[src/rtl/mips_bus_pkg.sv]
// Shared types and constants for the CPU data-port to memory-bus bridge.
package mips_bus_pkg;

  typedef enum logic [2:0] {
    IDLE      = 3'd0,
    ISSUE     = 3'd1,
    WAIT_DATA = 3'd2,
    DONE      = 3'd3,
    ERROR     = 3'd4
  } bridge_state_t;

  localparam logic [1:0] WORD_ALIGN_MASK = 2'b11;

  function automatic logic is_word_aligned(input logic [31:0] addr);
    return (addr[1:0] & WORD_ALIGN_MASK) == 2'b00;
  endfunction

endpackage

[src/rtl/mips_data_bridge_if.sv]
// Pipelined memory-bus signal bundle between the bridge (master) and memory (slave).
interface mips_data_bridge_if;
  // Handshake: a command (bus_read or bus_write with address/data) is presented by
  // the master and held stable until a cycle where bus_waitrequest=0, which is the
  // cycle it is accepted. Read data arrives on any later or the same cycle, qualified
  // by bus_readdatavalid; the slave may not stall a response.
  logic [31:0] bus_address;
  logic        bus_read;
  logic        bus_write;
  logic [31:0] bus_writedata;
  logic        bus_waitrequest;
  logic        bus_readdatavalid;
  logic [31:0] bus_readdata;

  modport master (
    output bus_address, bus_read, bus_write, bus_writedata,
    input  bus_waitrequest, bus_readdatavalid, bus_readdata
  );

  modport slave (
    input  bus_address, bus_read, bus_write, bus_writedata,
    output bus_waitrequest, bus_readdatavalid, bus_readdata
  );
endinterface

[src/rtl/mips_data_bridge_timeout.sv]
// Cycle counter that flags an expired bus transaction after TIMEOUT_CYCLES cycles of run.
module bus_timeout_ctr #(
  parameter int TIMEOUT_CYCLES = 1024
) (
  input  logic clk,
  input  logic reset,
  input  logic run,
  input  logic clear,
  output logic expired
);

  localparam int CW = $clog2(TIMEOUT_CYCLES);
  localparam logic [CW-1:0] LAST = CW'(TIMEOUT_CYCLES - 1);

  logic [CW-1:0] count;

  always_ff @(posedge clk) begin
    if (reset || clear) begin
      count <= '0;
    end else if (run && count != LAST) begin
      count <= count + 1'b1;
    end
  end

  // Fires during the TIMEOUT_CYCLES-th running cycle so the FSM leaves at that edge.
  assign expired = run && (count == LAST);

endmodule

[src/rtl/mips_data_bridge.sv]
// Converts the CPU's combinational data access into a stalled, pipelined bus transaction
// with misalignment, illegal-access and timeout detection.
module mips_data_bridge
  import mips_bus_pkg::*;
#(
  parameter int TIMEOUT_CYCLES = 1024
) (
  input  logic                clk,
  input  logic                reset,
  input  logic [31:0]         cpu_address,
  input  logic                cpu_read,
  input  logic                cpu_write,
  input  logic [31:0]         cpu_writedata,
  output logic [31:0]         cpu_readdata,
  output logic                cpu_stall,
  mips_data_bridge_if.master  bus,
  output logic                bus_error,
  output logic [31:0]         stall_count,
  output bridge_state_t       dbg_state
);

  bridge_state_t state, state_d;

  logic        bus_read_q, bus_write_q;
  logic [31:0] bus_address_q, bus_writedata_q;
  logic [31:0] cpu_readdata_q;
  logic        bus_error_q;
  logic [31:0] stall_count_q;

  logic cpu_req;
  logic issue_cmd;
  logic capture;
  logic tmo_run, tmo_clear, tmo_expired;

  assign cpu_req   = cpu_read | cpu_write;
  assign tmo_run   = (state == ISSUE) || (state == WAIT_DATA);
  assign tmo_clear = (state == IDLE);

  bus_timeout_ctr #(.TIMEOUT_CYCLES(TIMEOUT_CYCLES)) u_timeout (
    .clk     (clk),
    .reset   (reset),
    .run     (tmo_run),
    .clear   (tmo_clear),
    .expired (tmo_expired)
  );

  always_comb begin
    state_d   = state;
    cpu_stall = 1'b1;
    issue_cmd = 1'b0;
    capture   = 1'b0;
    case (state)
      IDLE: begin
        cpu_stall = cpu_req;
        if (cpu_req) begin
          if ((cpu_read && cpu_write) || !is_word_aligned(cpu_address)) begin
            state_d = ERROR;
          end else begin
            state_d   = ISSUE;
            issue_cmd = 1'b1;
          end
        end
      end
      ISSUE: begin
        if (!bus.bus_waitrequest) begin
          if (bus_read_q) begin
            if (bus.bus_readdatavalid) begin
              capture = 1'b1;
              state_d = DONE;
            end else begin
              state_d = WAIT_DATA;
            end
          end else begin
            state_d = DONE;
          end
        end
        // Completion wins over a timeout landing in the same cycle.
        if (tmo_expired && state_d != DONE) begin
          state_d = ERROR;
        end
      end
      WAIT_DATA: begin
        if (bus.bus_readdatavalid) begin
          capture = 1'b1;
          state_d = DONE;
        end else if (tmo_expired) begin
          state_d = ERROR;
        end
      end
      DONE: begin
        cpu_stall = 1'b0;
        state_d   = IDLE;
      end
      ERROR: begin
        state_d = ERROR;
      end
      default: begin
        state_d = ERROR;
      end
    endcase
  end

  always_ff @(posedge clk) begin
    if (reset) begin
      state <= IDLE;
    end else begin
      state <= state_d;
    end
  end

  // Commands stay asserted only while the next state is ISSUE; any other exit drops them.
  always_ff @(posedge clk) begin
    if (reset) begin
      bus_read_q      <= 1'b0;
      bus_write_q     <= 1'b0;
      bus_address_q   <= '0;
      bus_writedata_q <= '0;
    end else begin
      if (state_d != ISSUE) begin
        bus_read_q  <= 1'b0;
        bus_write_q <= 1'b0;
      end else if (issue_cmd) begin
        bus_read_q  <= cpu_read;
        bus_write_q <= cpu_write;
      end
      if (issue_cmd) begin
        bus_address_q   <= {cpu_address[31:2], 2'b00};
        bus_writedata_q <= cpu_writedata;
      end
    end
  end

  always_ff @(posedge clk) begin
    if (reset) begin
      cpu_readdata_q <= '0;
      bus_error_q    <= 1'b0;
      stall_count_q  <= '0;
    end else begin
      if (capture) begin
        cpu_readdata_q <= bus.bus_readdata;
      end
      if (state_d == ERROR) begin
        bus_error_q <= 1'b1;
      end
      if (cpu_stall && stall_count_q != 32'hFFFF_FFFF) begin
        stall_count_q <= stall_count_q + 32'd1;
      end
    end
  end

  assign bus.bus_read      = bus_read_q;
  assign bus.bus_write     = bus_write_q;
  assign bus.bus_address   = bus_address_q;
  assign bus.bus_writedata = bus_writedata_q;
  assign cpu_readdata      = cpu_readdata_q;
  assign bus_error         = bus_error_q;
  assign stall_count       = stall_count_q;
  assign dbg_state         = state;

endmodule

[src/flat_wrapper.sv]
// flat-port wrapper written by rule: the top's interface ports become plain ports
module mips_data_bridge_flat import mips_bus_pkg::*;
#(
  parameter int TIMEOUT_CYCLES = 1024
)
  (clk, reset, cpu_address, cpu_read, cpu_write, cpu_writedata, cpu_readdata, cpu_stall, bus_error, stall_count, dbg_state, bus_bus_address, bus_bus_read, bus_bus_write, bus_bus_writedata, bus_bus_waitrequest, bus_bus_readdatavalid, bus_bus_readdata);
  mips_data_bridge_if bus_i ();
  input  logic clk;
  input  logic reset;
  input  logic [31:0] cpu_address;
  input  logic cpu_read;
  input  logic cpu_write;
  input  logic [31:0] cpu_writedata;
  output logic [31:0] cpu_readdata;
  output logic cpu_stall;
  output logic bus_error;
  output logic [31:0] stall_count;
  output bridge_state_t dbg_state;
  output wire logic [$bits(bus_i.bus_address)-1:0] bus_bus_address;
  output wire logic [$bits(bus_i.bus_read)-1:0] bus_bus_read;
  output wire logic [$bits(bus_i.bus_write)-1:0] bus_bus_write;
  output wire logic [$bits(bus_i.bus_writedata)-1:0] bus_bus_writedata;
  input wire logic [$bits(bus_i.bus_waitrequest)-1:0] bus_bus_waitrequest;
  input wire logic [$bits(bus_i.bus_readdatavalid)-1:0] bus_bus_readdatavalid;
  input wire logic [$bits(bus_i.bus_readdata)-1:0] bus_bus_readdata;
  assign bus_bus_address = bus_i.bus_address;
  assign bus_bus_read = bus_i.bus_read;
  assign bus_bus_write = bus_i.bus_write;
  assign bus_bus_writedata = bus_i.bus_writedata;
  assign bus_i.bus_waitrequest = bus_bus_waitrequest;
  assign bus_i.bus_readdatavalid = bus_bus_readdatavalid;
  assign bus_i.bus_readdata = bus_bus_readdata;
  mips_data_bridge #(.TIMEOUT_CYCLES(TIMEOUT_CYCLES)) u_core (.clk(clk), .reset(reset), .cpu_address(cpu_address), .cpu_read(cpu_read), .cpu_write(cpu_write), .cpu_writedata(cpu_writedata), .cpu_readdata(cpu_readdata), .cpu_stall(cpu_stall), .bus(bus_i), .bus_error(bus_error), .stall_count(stall_count), .dbg_state(dbg_state));
endmodule
[config.mk]
export PLATFORM = sky130hd
export DESIGN_NAME = mips_data_bridge_flat
export DESIGN_NICKNAME = d
export VERILOG_FILES = /design/src/rtl/mips_bus_pkg.sv /design/src/rtl/mips_data_bridge_if.sv /design/src/rtl/mips_data_bridge_timeout.sv /design/src/rtl/mips_data_bridge.sv /design/src/flat_wrapper.sv
export SDC_FILE = /design/constraint.sdc
export NUM_CORES = 1
export LEC_CHECK = 0
export ABC_AREA = 1
export BUFFER_PORTS_ARGS = -buffer_cell sky130_fd_sc_hd__buf_2
export CAP_MARGIN = 20
export CORE_ASPECT_RATIO = 1.2
export CORE_MARGIN = 2
export CORE_UTILIZATION = 49
export CTS_CLUSTER_DIAMETER = 60
export DETAILED_ROUTE_END_ITERATION = 6
export GPL_ROUTABILITY_DRIVEN = 0
export PLACE_DENSITY = 0.78
export SYNTH_ARGS = -nofsm -noshare
export SYNTH_HDL_FRONTEND = slang
export SYNTH_SLANG_ARGS = --single-unit
[constraint.sdc]
create_clock -name clk -period 1.9 [get_ports clk]
set_input_delay 0.38 -clock clk [delete_from_list [all_inputs] [get_ports clk]]
set_output_delay 0.38 -clock clk [all_outputs]
set_load 0.02 [all_outputs]
==> summary.md, run 1 <==
| Metric | Value |
|---|---|
| Final hold violations | 0 |
| Non-Filler Instances | 1,322 |
| Clk pwr share | 46.7% |
| Outcome | completed |
| Worst vdd rail ir drop | 0.608 mV |
| Dpl ws | 0.0570 ns |
| Largest net degree at the start of global routing | 65 |
| Leakage | 0.00379 uW |
| Initial core utilization | 49.8% |
| P_int | 5580 uW |
| Sequential element share of the synthesized area | 45.7% |
| Detail Route Antenna Nets | 0 |
| Asr flop ratio synth | 0% |
| Power per cell area | 901 nW/um^2 |
| DP HPWL | 13.2 mm |
| Crit end category | output pin |
| Fin nets | 1,248 |
| Post-synthesis register bit count | 142 |
| Vias in the first global route | 6,191 |
| Synth cell types | 34 |
| Synth area leaders | dfxtp_1, nor2_1, nand2_1 |
| Switch Pwr | 1980 uW |
| Synthesized cell area | 6220 um^2 |
| Core area | 12,500 um^2 |
| PnR worst setup slack | 0.0875 ns |
| DP Cell Count | 1,285 |
| FMAX | 552 MHz |
| Maxcap violations | 0 |
| Combinational power share | 11.4% |
| Most frequent cell after synthesis | nor2_1 |
| Final worst path period share | 95.4% |
| Multi-input gate area | 2890 um^2 |
| Sequential power share | 41.9% |
| Vias per cell | 4.96 |
| Register area | 2850 um^2 |
| Root Driver | clkbuf_16 |
| Main flop type after synthesis | dfxtp_1 |
| Critical Path Start Type | flop |
| Setup CP Type | reg -> out |
| DRT iter0 DRCs | 376 |
| Die X | 107 um |
| Final setup violation count | 0 |
| Post-synthesis instance total | 891 |
| Total grt overflow | 0 |
| Top cells by count, synth | nor2_1, nand2_1, dfxtp_1, o21ai_0, inv_1 |
| Wire per inst | 13.8 um |
| Worst Path Required | 1.52 ns |
| Total track usage | 26.7% |
| Post-synth top area share | 45.7% |
| Mapped Avg Cell Area | 6.98 um^2 |
| CTS buffer count | 17 |
| Post-synth EDFFs | 0 |
| CTS tree | yes |
| Post-synth top area cell | dfxtp_1 |
| DRT Pass-1 Iters | 5 |
| Routed WL | 18.3 mm |
| Sw frac | 26.1% |
| First-pass GRT wire length | 28.6 mm |
| Critical Path AT | 1.43 ns |
| Layout area overhead | 34.8% |
| Max Slew Vio Count | 0 |
| Clock Path Buffers | 2 |
| Initial antenna violation count | 2 |
| H-Tree Depth | 4 |
| Clock slew at reported path FFs | 0.06 ns |
| Die footprint | 13,600 um^2 |
| Port Buf Inserts | 234 |
| Worst min path class | in -> reg |
| Fin crit period | 1.81 ns |
| # IOs | 237 |
| Remaining DRCs | 0 |
| CTS sink cnt | 142 |
| Height of the chip | 127 um |
| Worst-Skew Late Latency | 0.42 ns |
| Setup Skew | 0.00993 ns |
| Synthesis warning total | 0 |
| Rows | 45 |
| Routed vias | 6,563 |
| Layout cell share with drive strength beyond 1 | 29.0% |
| Crit Path Max Fanout | 4 |
| # fillers | 1,132 |
-- placed cells by master, fill, tap and decap left out, types with 2 or more instances in the layout --
| cell | count |
|---|---|
| a21oi_1 | 67 |
| buf_12 | 4 |
| buf_2 | 234 |
| buf_4 | 36 |
| bufinv_16 | 3 |
| clkbuf_16 | 17 |
| clkbuf_8 | 2 |
| clkinvlp_4 | 3 |
| conb_1 | 2 |
| dfxtp_1 | 140 |
| dfxtp_2 | 2 |
| ha_1 | 2 |
| inv_1 | 70 |
| inv_2 | 7 |
| inv_6 | 7 |
| nand2_1 | 182 |
| nand2_2 | 5 |
| nand3_1 | 8 |
| nand3_2 | 4 |
| nand3b_1 | 13 |
| nor2_1 | 200 |
| nor2_2 | 5 |
| nor2_4 | 2 |
| nor3_1 | 8 |
| o21ai_0 | 95 |
| o21ai_1 | 14 |
| xnor2_1 | 5 |
| xor2_1 | 11 |
-- state kept, by name, summed over array words and instances, names as in the netlist --
signal,cells
u_core.bus.bus_writedata,32
u_core.cpu_readdata,32
u_core.stall_count,32
u_core.bus.bus_address,30
u_core.u_timeout.count,10
u_core.dbg_state,3
u_core.bus.bus_read,1
u_core.bus.bus_write,1
u_core.bus_error,1
-- area by class of cell --
cell class	count	share of cell area, %
multi-input cells	632	34.5
flip-flops and latches	142	33.9
repair buffers	274	18.1
clock buffers	19	5.40
inverters	77	3.45
well taps	164	2.45
clock inverters	13	2.07
diodes	1	0.0299
-- power by group through the flow --
stage	registers, uW	logic (uW)	clock network (uW)
5_1_grt	3180	943	3690
2_1_floorplan	3380	364	0
3_5_place_dp	3230	841	0
3_3_place_gp	3230	829	0
6_report	3170	858	3530
4_1_cts	3170	847	3560
-- stage by stage --
step	hold WS, ns	area (um^2)	setup TNS [ns]	total power (uW)	util [%]
global placement	0.427	7710	0	4060	61.7
finish	0.192	8380	0	7560	67.1
global route	0.195	8380	-0.00229	7810	67.1
floorplan	0.434	6220	0	3740	-
CTS	0.186	8340	0	7570	66.7
detailed placement	0.433	7710	0	4070	61.7
-- final timing paths --
| check | cells after the start | slack, ns | end | startpoint |
|---|---|---|---|---|
| worst min-delay path | 3 | 0.19 | u_core.bus.bus_writedata[29] | cpu_writedata[29] |
| worst max-delay path | 4 | 0.09 | cpu_stall | u_core.dbg_state[2] |
| worst max register to register | 10 | 0.15 | u_core.stall_count[4] | u_core.stall_count[9] |
| worst min register to register | 2 | 0.44 | u_core.cpu_readdata[27] | u_core.cpu_readdata[27] |
-- critical path, cell delays in order, from the launching register on --
cell      delay [ns]
dfxtp_2         0.38
inv_2           0.06
nand3_1         0.09
a21boi_4        0.28
buf_2           0.21
-- what timing repair did --
action | CTS | global route
setup endpoints to repair | 0 | 29
buffers inserted | 0 | 4
hold buffers | 0 | 0
gates resized for setup | 0 | 4
-- per-layer routing --
layer	wire, um	global-route usage (%)
met5	13	0
met4	569	12.8
met3	1300	7.81
met2	8920	45.0
met1	7450	31.0
-- kinds of logic after synthesis --
logic type / Yosys count / synth area share [%]
AO/OA/AOI/OAI: 180 / 15.0
XOR/XNOR: 16 / 2.25
adder cells (fa/ha/maj): 2 / 0.402
buffers and inverters: 118 / 7.99
flip-flops: 142 / 45.7
other: 1 / 0.0603
AND/OR/NAND/NOR: 432 / 28.6
(Power assumes the default switching activity.)
==> run 2, diff against run 1 <==
- RECOVER_POWER: not set -> 50
- SKIP_CTS_REPAIR_TIMING: not set -> 1
==> run 2 against run 1 <==
Compared with the run above:
- sequential power hardly changed
- worst hold slack about the same
- register-to-register slack is essentially flat
- final cell count did not move
- largest power group unchanged
- wire length rose by 0.12%
- non-clock buffer count unchanged
- largest cell class unchanged
- sequential cell count did not move
- critical path depth is the same
- critical path type unchanged
- die area stayed put
- clock power about the same
==> summary.md, run 2 (synthesis gave the netlist of run 1 again) <==
| Metric | Value |
|---|---|
| Worst min path class | in -> reg |
| Setup CP Type | reg -> out |
| Critical Path Start Type | flop |
| Met3 GRT Util | 7.81% |
| Hold depth | 3 |
| Commonest non-fill, non-tap cell in the layout | nor2_1 |
| Crit Path Max Fanout | 4 |
| Initial antenna violation count | 2 |
| Total power | 7530 uW |
| CTS buffer count | 17 |
| CTS sink cnt | 142 |
| H-Tree Depth | 4 |
| Reg2reg setup slack | 0.14 ns |
| Core area | 12,500 um^2 |
| Maxcap violations | 0 |
| Most frequent cells in the layout | nor2_1, nand2_1, dfxtp_1 |
| GR Util met2 | 45.0% |
| Fin crit period | 1.82 ns |
| Worst-Skew Late Latency | 0.42 ns |
| Clock slew at reported path FFs | 0.06 ns |
| GRT busiest layer | met2 |
| Met1 Track Usage GR | 31.0% |
| Layout area overhead | 32.0% |
| Outcome | completed |
| Final setup violation count | 0 |
| Hold Path Sink | u_core.bus.bus_writedata[29] |
| Cells on worst reg2reg path | 10 |
| DP HPWL | 13.2 mm |
| DRT Pass-1 Iters | 6 |
| FMAX | 551 MHz |
| Critical Path AT | 1.44 ns |
| Clock Path Buffers | 2 |
| Die footprint | 13,600 um^2 |
| Combinational power share | 10.9% |
| Root Driver | clkbuf_16 |
| Vias in the first global route | 6,191 |
| First-pass GRT wire length | 28.6 mm |
| Fin nets | 1,248 |
| Non-Filler Instances | 1,322 |
| CTS tree | yes |
| Routed vias | 6,559 |
| Worst vdd rail ir drop | 0.609 mV |
| Final worst path period share | 95.6% |
| Rows | 45 |
| Max Slew Vio Count | 0 |
| Height of the chip | 127 um |
| Total track usage | 26.7% |
| Port Buf Inserts | 234 |
| Sw frac | 26.4% |
| Reg2reg end | u_core.stall_count[4] |
| Detail Route Antenna Nets | 0 |
| Final hold violations | 0 |
| Layout cell share with drive strength beyond 1 | 17.5% |
| Clk pwr share | 46.9% |
| Setup Skew | 0.00951 ns |
| Leakage | 0.00322 uW |
| Sequential power share | 42.1% |
| Remaining DRCs | 0 |
| Wire per inst | 13.8 um |
| Die X | 107 um |
| Routed WL | 18.3 mm |
| Hold Startpoint | cpu_writedata[29] |
| # IOs | 237 |
| Crit end category | output pin |
| Largest net degree at the start of global routing | 65 |
| Setup TNS | 0 ns |
| Worst Path Required | 1.52 ns |
| Total grt overflow | 0 |
| R2r startpoint | u_core.stall_count[9] |
| Vias per cell | 4.96 |
| Initial core utilization | 49.8% |
| Power per cell area | 917 nW/um^2 |
| DP Cell Count | 1,285 |
| Switch Pwr | 1980 uW |
| P_int | 5550 uW |
| DRT iter0 DRCs | 369 |
==> run 2: worst max-delay path, cell delays in order (launching register included) <==
cell and delay [ns]:
dfxtp_2 0.38, inv_2 0.06, nand3_1 0.09, a21boi_4 0.28, buf_2 0.21
==> run 2: layout make-up <==
cell class                 count  area [um^2]
clock inverter                13          174
sequential                   142         2850
tap                          164          205
fill                        1207         4290
clock buffer                  19          453
multi-input combinational    632         2890
timing repair buffer         274         1350
antenna                        1         2.50
inverter                      77          289
==> run 2: power by group through the flow <==
stage / Clock (uW) / Combinational (uW) / Sequential (uW)
6_report: 3530 / 824 / 3170
5_1_grt: 3690 / 908 / 3180
4_1_cts: 3560 / 847 / 3170
3_5_place_dp: 0 / 841 / 3230
3_3_place_gp: 0 / 829 / 3230
2_1_floorplan: 0 / 364 / 3380
==> run 2: how the worst max path moves through the flow <==
| stage | slack [ns] | start | depth (start not counted) | to |
|---|---|---|---|---|
| CTS | 0.01 | u_core.dbg_state[2] | 4 | cpu_stall |
| floorplan | 0.16 | u_core.stall_count[0] | 13 | u_core.stall_count[20] |
| detailed placement | 0.06 | cpu_address[1] | 9 | u_core.bus.bus_address[5] |
| global route | -0.005 | u_core.stall_count[1] | 13 | u_core.stall_count[18] |
| finish | 0.08 | u_core.dbg_state[2] | 4 | cpu_stall |
| global placement | 0.1 | cpu_address[1] | 8 | u_core.bus.bus_address[5] |
==> run 2: layer usage <==
metal  wire length [um]  share of wire, %
met3               1270               6.9
met5                 13             0.071
met2               8980                49
met4                512               2.8
met1               7500                41
==> run 2: metrics by stage <==
step                      hold WS, ns  util [%]  area, um^2  setup WS, ns
after floorplan                 0.434         -        6220         0.155
after global placement          0.427      61.7        7710        0.0956
after detailed placement        0.433      61.7        7710        0.0570
after CTS                       0.186      66.7        8340        0.0139
after global routing            0.195      65.7        8210      -0.00501
final                           0.192      65.7        8210        0.0842
==> run 3, diff against run 2 <==
- ABC_AREA: 1 -> not set
- CORE_UTILIZATION: 49 -> 48
==> run 3 against run 2 <==
Compared with the run above:
- the flow now finishes with violations (negative setup slack)
- non-clock buffer count rose by 47
- critical endpoint unchanged
- synthesized area fell by 7.9%
- wire length fell by 6.3%
- maximum frequency decreased by 13%
==> summary.md, run 3 <==
| Metric | Value |
|---|---|
| CTS sink cnt | 142 |
| CTS tree | yes |
| Wire per inst | 14.9 um |
| Asr flop ratio synth | 0% |
| Post-synth top area cell | dfxtp_1 |
| Synthesized cell area | 5730 um^2 |
| Clock slew at reported path FFs | 0.06 ns |
| Crit end category | output pin |
| DRT iter0 DRCs | 295 |
| Core area | 11,600 um^2 |
| # fillers | 977 |
| Setup CP Type | reg -> out |
| Largest net degree at the start of global routing | 63 |
| Power per cell area | 864 nW/um^2 |
| Detail Route Antenna Nets | 0 |
| Worst Path Required | 1.52 ns |
| GR Util met2 | 43.6% |
| Failing checks | negative setup slack |
| Critical Path Start Type | flop |
| Max Slew Vio Count | 0 |
| Post-synthesis instance total | 682 |
| Worst-Skew Late Latency | 0.42 ns |
| Setup TNS | -1.21 ns |
| PnR worst setup slack | -0.191 ns |
| Initial core utilization | 49.3% |
| Post-synth top area share | 49.6% |
| Height of the chip | 124 um |
| First-pass GRT wire length | 25.4 mm |
| DP HPWL | 11.2 mm |
| # IOs | 237 |
| DRT Pass-1 Iters | 5 |
| Final setup violation count | 18 |
| Layout area overhead | 46.8% |
| Met1 Track Usage GR | 28.5% |
| Setup Skew | 0.00904 ns |
| Die footprint | 12,800 um^2 |
| Root Driver | clkbuf_16 |
| Rows | 43 |
| CTS buffer count | 17 |
| Worst vdd rail ir drop | 0.706 mV |
| Post-synth EDFFs | 0 |
| Total track usage | 24.3% |
| Leakage | 0.00354 uW |
| FMAX | 478 MHz |
| Met3 GRT Util | 5.70% |
| Main flop type after synthesis | dfxtp_1 |
| Layout cell share with drive strength beyond 1 | 29.0% |
| Remaining DRCs | 0 |
| Initial antenna violation count | 0 |
| Crit Path Max Fanout | 3 |
| Final worst path period share | 110% |
| Worst min path class | in -> reg |
| Maxcap violations | 0 |
| Multi-input gate area | 2830 um^2 |
| Routed WL | 17.1 mm |
| Fin nets | 1,086 |
| Post-synthesis register bit count | 142 |
| Routed vias | 6,008 |
| Fin area | 8410 um^2 |
| Synthesis warning total | 0 |
| RSZ-0062 raised after global routing | yes |
| Clock Path Buffers | 2 |
| Sequential element share of the synthesized area | 49.6% |
| Critical Path AT | 1.71 ns |
| Outcome | finished, violations left |
| Mapped Avg Cell Area | 8.40 um^2 |
| Area after DPL | 7530 um^2 |
| Synth cell types | 44 |
| Commonest non-fill, non-tap cell in the layout | nand2_1 |
| Top cells by count, synth | dfxtp_1, nand2_1, a21oi_1, nor2_1, mux2i_1 |
| H-Tree Depth | 4 |
| Vias per cell | 5.22 |
| Die X | 104 um |
| Most frequent cells in the layout | nand2_1, dfxtp_1, clkbuf_1 |
| Fin crit period | 2.09 ns |
| Vias in the first global route | 5,413 |
| Register area | 2890 um^2 |
| ANT cells | 0 |
| GRT busiest layer | met2 |
| Synth area leaders | dfxtp_1, nand2_1, a21oi_1 |
| Final hold violations | 0 |
| Total grt overflow | 0 |
| Port Buf Inserts | 234 |
[run 3: changes by cell type after synthesis, sizes merged, moves of 13 or more]
| cell | delta |
|---|---|
| nor2 | -149 |
| o21ai | -94 |
| inv | -65 |
| nand2 | -46 |
| mux2i | +35 |
| a21oi | +26 |
| or3 | +17 |
| nand4 | +15 |
| clkbuf | +14 |
| buf | -13 |
| nand3b | -13 |
[run 3: power breakdown]
group | switching (uW) | internal, uW
sequential | 31.2 | 3020
clock | 1280 | 2360
combinational | 337 | 230
[run 3: kinds of logic (layout without fill, tap and decap cells)]
kind of cell / after synthesis / in the layout / share of synthesized area, %
other: 1 / 2 / 0.0655
AND/OR/NAND/NOR: 301 / 302 / 24.5
adder cells (fa/ha/maj): 2 / 2 / 0.437
AO/OA/AOI/OAI: 132 / 132 / 12.8
XOR/XNOR: 11 / 11 / 1.68
flip-flops: 142 / 142 / 49.6
multiplexers: 40 / 40 / 7.10
buffers and inverters: 53 / 364 / 3.84
[run 3: cell type report]
cell class,instances,share of cell area [%]
inverter,11,0.491
clock inverter,12,2.16
clock buffer,20,5.70
tap,157,2.34
multi-input combinational,489,33.7
timing repair buffer,321,21.2
sequential,142,34.4
[run 3: metrics by stage]
stage / worst slack (ns) / util, % / power (uW) / instances / hold WS [ns]
4_1_cts: -0.378 / 70.5 / 7290 / 1129 / 0.175
3_3_place_gp: -0.181 / 64.8 / 3650 / 1097 / 0.432
2_1_floorplan: -0.122 / - / 3400 / 683 / 0.467
6_report: -0.191 / 72.3 / 7270 / 1152 / 0.191
3_5_place_dp: -0.217 / 64.8 / 3660 / 1097 / 0.443
5_1_grt: -0.239 / 72.3 / 7510 / 1152 / 0.183
[run 3: layer usage]
layer / share of wire (%) / vias up
li1: - / 2953
met1: 40 / 2823
met2: 53 / 206
met3: 5.0 / 26
met4: 1.9 / 0
met5: 0 / -
[run 3: worst max-delay path, stage by stage, from the launching register on]
cell	delay, ns
dfxtp_4	0.35
or4_4	0.49
a21oi_4	0.23
inv_2	0.09
buf_6	0.14
[run 3: worst paths after layout]
kind	depth (start not counted)	slack (ns)	start	to
worst max-delay path	4	-0.19	u_core.dbg_state[1]	cpu_stall
worst min-delay path	3	0.19	bus_bus_readdata[18]	u_core.cpu_readdata[18]
worst max register to register	6	-0.18	u_core.stall_count[5]	u_core.stall_count[21]
worst min register to register	2	0.45	u_core.bus.bus_address[4]	u_core.bus.bus_address[4]
